--- src/rtl/mul_approx_pkg.sv ---
// Shared helpers for the truncated (broken-array) multiplier: trunc saturation,
// column-enable mask generation and the maximum-width stage payload view.
package mul_approx_pkg;

  localparam int unsigned PW_MAX = 64;
  localparam int unsigned OW_MAX = 32;
  localparam int unsigned TW_MAX = 8;

  // Widest stage payload; concrete stages carry only the fields their phase needs.
  typedef struct packed {
    logic              valid;
    logic [OW_MAX-1:0] a;
    logic [OW_MAX-1:0] b;
    logic [TW_MAX-1:0] trunc;
    logic [PW_MAX-1:0] psum_lo;
    logic [PW_MAX-1:0] psum_hi;
  } stage_payload_t;

  function automatic int unsigned trunc_sat(input int unsigned t, input int unsigned w);
    return (t > 2 * w - 1) ? 2 * w - 1 : t;
  endfunction

  // Column c of the 2w-bit product survives only when c >= t.
  function automatic logic [PW_MAX-1:0] col_mask(input int unsigned t, input int unsigned w);
    logic [PW_MAX-1:0] m;
    m = '0;
    for (int unsigned c = 0; c < PW_MAX; c++) begin
      m[c] = (c >= t) && (c < 2 * w);
    end
    return m;
  endfunction

endpackage

--- src/rtl/mul_pipe_stage.sv ---
// Single valid/ready register slice, generic in payload width.
// The slice accepts new data whenever it is empty or its content is leaving.
module mul_pipe_stage #(
  parameter int unsigned PW = 8
) (
  input  logic          clk,
  input  logic          rst_n,
  input  logic          in_valid,
  output logic          in_ready_c,
  input  logic [PW-1:0] in_data,
  output logic          out_valid,
  input  logic          out_ready,
  output logic [PW-1:0] out_data
);

  assign in_ready_c = !out_valid || out_ready;

  always_ff @(posedge clk or negedge rst_n) begin
    if (!rst_n) begin
      out_valid <= 1'b0;
      out_data  <= '0;
    end else begin
      if (in_ready_c) begin
        out_valid <= in_valid;
      end
      if (in_valid && in_ready_c) begin
        out_data <= in_data;
      end
    end
  end

endmodule

--- src/rtl/mul_trunc_pipe.sv ---
// Pipelined unsigned approximate multiplier: partial products below the
// per-beat truncation column are dropped; trunc=0 yields the exact product.
module mul_trunc_pipe
  import mul_approx_pkg::*;
#(
  parameter int unsigned W      = 12,
  parameter int unsigned STAGES = 3,
  parameter int unsigned TW     = 6
) (
  input  logic            clk,
  input  logic            rst_n,
  input  logic            in_valid,
  output logic            in_ready,
  input  logic [W-1:0]    in_a,
  input  logic [W-1:0]    in_b,
  input  logic [TW-1:0]   in_trunc,
  output logic            out_valid,
  input  logic            out_ready,
  output logic [2*W-1:0]  out_p,
  output logic [TW-1:0]   out_trunc,
  output logic            busy
);

  localparam int unsigned PW   = 2 * W;
  localparam int unsigned WW   = TW + 2 * PW;
  localparam int unsigned NW   = TW + PW;
  localparam int unsigned NF   = (STAGES >= 3) ? 2 : STAGES - 1;
  localparam int unsigned NN   = STAGES - NF;
  localparam int unsigned HALF = W / 2;

  // Sum of rows j in [lo, hi), each row restricted to the enabled columns.
  function automatic logic [PW-1:0] row_sum(input logic [W-1:0] a, input logic [W-1:0] b,
                                            input logic [PW-1:0] m, input int unsigned lo,
                                            input int unsigned hi);
    logic [PW-1:0] acc;
    acc = '0;
    for (int unsigned j = 0; j < W; j++) begin
      if (j >= lo && j < hi && b[j]) begin
        acc = acc + ((PW'(a) << j) & m);
      end
    end
    return acc;
  endfunction

  logic [TW-1:0]   t_in;
  logic [PW-1:0]   m_in;
  logic [STAGES-1:0] stage_vld;

  logic            nv [0:NN];
  logic            nr [0:NN];
  logic [NW-1:0]   nd [0:NN];

  assign t_in = TW'(trunc_sat(32'(in_trunc), W));
  assign m_in = PW'(col_mask(32'(t_in), W));

  generate
    if (NF == 0) begin : g_front_comb
      // Single stage: the whole reduction lands in one register.
      assign nd[0]    = {t_in, row_sum(in_a, in_b, m_in, 0, W)};
      assign nv[0]    = in_valid;
      assign in_ready = nr[0];
    end else begin : g_front
      logic          v0;
      logic          r0;
      logic [WW-1:0] d0;
      logic [TW-1:0] t0;
      logic [PW-1:0] m0;
      logic [W-1:0]  a0;
      logic [W-1:0]  b0;

      mul_pipe_stage #(.PW(WW)) u_s0 (
        .clk        (clk),
        .rst_n      (rst_n),
        .in_valid   (in_valid),
        .in_ready_c (in_ready),
        .in_data    ({t_in, m_in, in_a, in_b}),
        .out_valid  (v0),
        .out_ready  (r0),
        .out_data   (d0)
      );

      assign stage_vld[0] = v0;
      assign t0 = d0[WW-1 -: TW];
      assign m0 = d0[2*PW-1 -: PW];
      assign a0 = d0[PW-1 -: W];
      assign b0 = d0[W-1:0];

      if (NF == 1) begin : g_one
        assign nd[0] = {t0, row_sum(a0, b0, m0, 0, W)};
        assign nv[0] = v0;
        assign r0    = nr[0];
      end else begin : g_two
        logic          v1;
        logic [WW-1:0] d1;

        // Lower and upper row halves reduced in parallel, combined one stage later.
        mul_pipe_stage #(.PW(WW)) u_s1 (
          .clk        (clk),
          .rst_n      (rst_n),
          .in_valid   (v0),
          .in_ready_c (r0),
          .in_data    ({t0, row_sum(a0, b0, m0, 0, HALF), row_sum(a0, b0, m0, HALF, W)}),
          .out_valid  (v1),
          .out_ready  (nr[0]),
          .out_data   (d1)
        );

        assign stage_vld[1] = v1;
        assign nd[0] = {d1[WW-1 -: TW], d1[2*PW-1 -: PW] + d1[PW-1:0]};
        assign nv[0] = v1;
      end
    end

    for (genvar k = 0; k < NN; k++) begin : g_tail
      mul_pipe_stage #(.PW(NW)) u_s (
        .clk        (clk),
        .rst_n      (rst_n),
        .in_valid   (nv[k]),
        .in_ready_c (nr[k]),
        .in_data    (nd[k]),
        .out_valid  (nv[k+1]),
        .out_ready  (nr[k+1]),
        .out_data   (nd[k+1])
      );
      assign stage_vld[NF+k] = nv[k+1];
    end
  endgenerate

  assign nr[NN]    = out_ready;
  assign out_valid = nv[NN];
  assign out_p     = nd[NN][PW-1:0];
  assign out_trunc = nd[NN][NW-1 -: TW];
  assign busy      = |stage_vld;

endmodule
--- config.mk ---
export PLATFORM = sky130hd
export DESIGN_NAME = mul_trunc_pipe
export DESIGN_NICKNAME = d
export VERILOG_FILES = /design/src/rtl/mul_approx_pkg.sv /design/src/rtl/mul_pipe_stage.sv /design/src/rtl/mul_trunc_pipe.sv
export SDC_FILE = /design/constraint.sdc
export NUM_CORES = 1
export LEC_CHECK = 0
export CELL_PAD_IN_SITES_DETAIL_PLACEMENT = 1
export CELL_PAD_IN_SITES_GLOBAL_PLACEMENT = 2
export CORE_MARGIN = 3
export CORE_UTILIZATION = 38
export DETAILED_ROUTE_END_ITERATION = 16
export GPL_TIMING_DRIVEN = 0
export PLACE_DENSITY_LB_ADDON = 0.1
export SKIP_LAST_GASP = 1
export SLEW_MARGIN = 30
export SYNTH_ARGS = -nofsm -noshare
export SYNTH_HDL_FRONTEND = slang
export SYNTH_SLANG_ARGS = --single-unit
--- constraint.sdc ---
create_clock -name clk -period 8.7 [get_ports clk]
set_input_delay 0.87 -clock clk [delete_from_list [all_inputs] [get_ports clk]]
set_output_delay 0.87 -clock clk [all_outputs]
set_load 0.05 [all_outputs]
==> impl_metrics.csv <==
group,metric,value,unit
run_status,outcome,"finished clean",
placed_design,dp_hpwl,37.3,mm
timing,setup_viol_count_final,0,
final_layout,syn2layout_area_growth,14.7,%
worst_setup_path,r2r_setup_slack,580,ps
clock_tree,path_clk_slew,60,ps
synthesis,ys_seq_area_share,24.0,%
timing,fin_tns_setup,0,ps
clock_tree,cts-buffers-inserted,17,
floorplanning,fp-row-count,68,
drt,vias,12500,
timing,drv_slew,0,
floorplanning,placeableCoreArea,34600,um^2
timing,fmax,0.123,GHz
synthesis,syn_avg_cell_area,7.91,um^2
drt,wl_met3,1.66,mm
timing,fin_worst_skew,10.1,ps
drt,wl_per_cell,20.9,um
final_layout,final_util,44.2,%
drt,firstDrtPassIters,5,
global_route,track_usage,24.8,%
drt,drcViolationCount,0,
synthesis,syn_area,13400,um^2
placed_design,placed_cells,2210,
floorplanning,start_util,38.6,%
final_layout,diodes,0,
floorplanning,fp.dieH,193,um
drt,vias_per_cell,5.57,
worst_setup_path,regToRegEndpoint,"g_front.g_two.u_s1.out_data[39]",
final_layout,fin_area,15300,um^2
worst_setup_path,r2r-start,"g_front.u_s0.out_data[20]",
placed_design,gp_congestion,0.881,
drt,drt-total-wl,46.9,mm
floorplanning,die_w,193,um
global_route,antenna_found_initial,4,
clock_tree,cts.sinks,128,
global_route,overflow,0,
global_route,grt_max_degree,71,
floorplanning,die_area,37400,um^2
synthesis,ys_ff_latch,128,
synthesis,ys_types,96,
worst_setup_path,crit_path_end,"g_front.g_two.u_s1.out_data[39]",
worst_setup_path,arrival,8440,ps
min_path,hp-class,"in2async",
drt,wl_met1,22.9,mm
placed_design,port_buffers,66,
worst_setup_path,critPathRequiredTime,9020,ps
clock_tree,clk_latency,440,ps
timing,period_minus_slack,8120,ps
timing,tightest_slew,953,ps
timing,rsz0062_at_grt,"false",
pwr,power_density,195,nW/um^2
floorplanning,ios,67,
synthesis,syn-num-nets,1863,
timing,maxSlewHeadroom,36.4,%
pwr,p_leak,7.51,nW
drt,ant_nets,0,
run,maxCapViolCount,0,
global_route,grt_pass1_vias,12700,
clock_tree,clk_root_buffer_cell,"clkbuf_16",
clock_tree,cts_buffer_depth,2,
clock_tree,holdBufCountCts,0,
placed_design,placed_cell_area,14600,um^2
pwr,ir_drop,218,uV
final_layout,fin_cells,2241,
worst_setup_path,reg2reg_depth,31,
worst_setup_path,crit_slowest_cell,"clkbuf_1",
clock_tree,htree_num_levels,4,
drt,maxUsedRoutingLayer,"met4",
worst_setup_path,cpPeakStageDelay,760,ps
worst_setup_path,endpoint_kind,"register",
synthesis,syn-instance-count,1688,
drt,dr_wl_met2,21.6,mm
timing,finalCritPeriodShare,93.3,%
synthesis,ys.flop_type,"dfrtp_1",
worst_setup_path,crit_top_cell,"ha_1",
synthesis,synth_edf_count,0,
clock_tree,cts_tree,"built",
synthesis,synthArstFlopShare,100,%
worst_setup_path,cp-start-kind,"register",
timing,hold_viol,0,
global_route,grt_pass1_wl,73.3,mm
final_layout,drive_above_1_share,8.01,%
worst_setup_path,setup.worst_path.start,"g_front.u_s0.out_data[20]",
worst_setup_path,crit_type,"reg2reg",
drt,drt_iter0_drc,657,
synthesis,yosysWarnings,0,
final_layout,fin_nets,1948,
worst_setup_path,path_max_fanout,10,
-- logic make-up (layout without fill, tap and decap cells) --
group | after synthesis | in the layout | share of synthesized area, %
AO/OA/AOI/OAI | 446 | 446 | 22.4
XOR/XNOR | 94 | 94 | 6.27
adder cells (fa/ha/maj) | 141 | 141 | 13.8
buffers and inverters | 173 | 271 | 5.13
flip-flops | 128 | 128 | 24.0
multiplexers | 56 | 56 | 4.56
AND/OR/NAND/NOR | 650 | 650 | 23.8
-- routing by layer --
layer | vias to the layer above | GRT usage (%)
li1 | 6069 | -
met1 | 6137 | 35.2
met2 | 235 | 41.3
met3 | 38 | 2.19
met4 | 0 | 5.30
met5 | - | 0
-- worst min-delay path by stage --
stage               cells past startpoint                              end                             from
global placement                        2        g_tail[0].u_s.out_data[0]  g_front.g_two.u_s1.out_data[24]
global route                            1       g_tail[0].u_s.out_data[18]                            rst_n
detailed placement                      2        g_tail[0].u_s.out_data[1]  g_front.g_two.u_s1.out_data[25]
floorplan                               2  g_front.g_two.u_s1.out_data[53]        g_front.u_s0.out_data[53]
finish                                  1       g_tail[0].u_s.out_data[21]                            rst_n
CTS                                     1       g_tail[0].u_s.out_data[23]                            rst_n
-- per-stage QoR --
| stage | power (W) | worst slack [ps] | hold WS [ps] |
|---|---|---|---|
| finish | 0.00299 | 580 | 347 |
| global route | 0.00319 | 13.6 | 379 |
| CTS | 0.00300 | 64.4 | 355 |
| detailed placement | 0.00222 | -118 | 457 |
| global placement | 0.00219 | 61.7 | 452 |
| floorplan | 0.00177 | 1080 | 430 |
-- Yosys cell counts, drive strengths merged (5+ instances only) --
| master | count | area share (%) |
|---|---|---|
| a211oi | 14 | 0.86 |
| a21boi | 21 | 1.2 |
| a21o | 38 | 2.1 |
| a21oi | 113 | 4.3 |
| a22o | 5 | 0.33 |
| a31o | 5 | 0.33 |
| a31oi | 10 | 0.58 |
| and2 | 120 | 5.6 |
| and3 | 33 | 1.5 |
| buf | 13 | 0.63 |
| clkbuf | 69 | 1.9 |
| dfrtp | 128 | 24 |
| fa | 11 | 1.6 |
| ha | 130 | 12 |
| inv | 90 | 2.5 |
| mux2 | 30 | 2.6 |
| mux2i | 26 | 2.0 |
| nand2 | 279 | 7.8 |
| nand2b | 17 | 0.80 |
| nand3 | 30 | 1.1 |
| nand3b | 6 | 0.34 |
| nand4 | 6 | 0.28 |
| nor2 | 79 | 2.3 |
| nor2b | 23 | 1.1 |
| nor3 | 19 | 0.75 |
| o211ai | 15 | 0.95 |
| o21a | 17 | 1.0 |
| o21ai | 129 | 5.0 |
| o21bai | 14 | 0.79 |
| o22ai | 6 | 0.33 |
| o31ai | 12 | 0.75 |
| or2 | 11 | 0.52 |
| or3 | 11 | 0.55 |
| xnor2 | 70 | 4.6 |
| xor2 | 23 | 1.5 |
-- power breakdown --
part | switching, W | leakage, nW | internal (W)
Sequential | 0.000119 | 1.62 | 0.000720
Clock | 0.000296 | 0.301 | 0.000467
Combinational | 0.000864 | 5.59 | 0.000521
Total | 0.00128 | 7.51 | 0.00171
-- state kept, by name, indices dropped and copies added, names as in the netlist --
name	count
g_front.u_s0.out_valid	1
g_front.u_s0.out_data	53
g_tail.u_s.out_data	30
g_tail.u_s.out_valid	1
g_front.g_two.u_s1.out_valid	1
g_front.g_two.u_s1.out_data	42
-- critical path, delay by kind of cell (launching register included) --
kind,cells,cell delay [ps]
AND/OR/NAND/NOR,6,1240
AO/OA/AOI/OAI,12,2720
buffers and inverters,2,830
multiplexers,2,570
XOR/XNOR,4,520
flip-flops,1,520
adder cells (fa/ha/maj),5,1600
-- cell usage in the layout, fill, tap and decap left out, drive strengths merged, types with 70 or more instances in the layout --
| master | instances |
|---|---|
| nand2 | 279 |
| ha | 130 |
| o21ai | 129 |
| dfrtp | 128 |
| and2 | 120 |
| a21oi | 113 |
| inv | 92 |
| clkbuf | 85 |
| nor2 | 79 |
| xnor2 | 70 |
-- what timing repair did --
item	CTS	global route
pin swaps	0	2
gates resized for setup	0	38
setup buffers	0	2
setup endpoints to repair	4	8
gates cloned	0	0
-- layout make-up --
cell class,instances,area (um^2)
fill,4261,19300
multi-input combinational,1387,9540
sequential,128,3200
timing repair buffer,69,708
tap,455,569
clock buffer,20,457
buffer,79,348
inverter,91,342
clock inverter,12,156
Note: power is estimated with default switching activity, not from simulation.
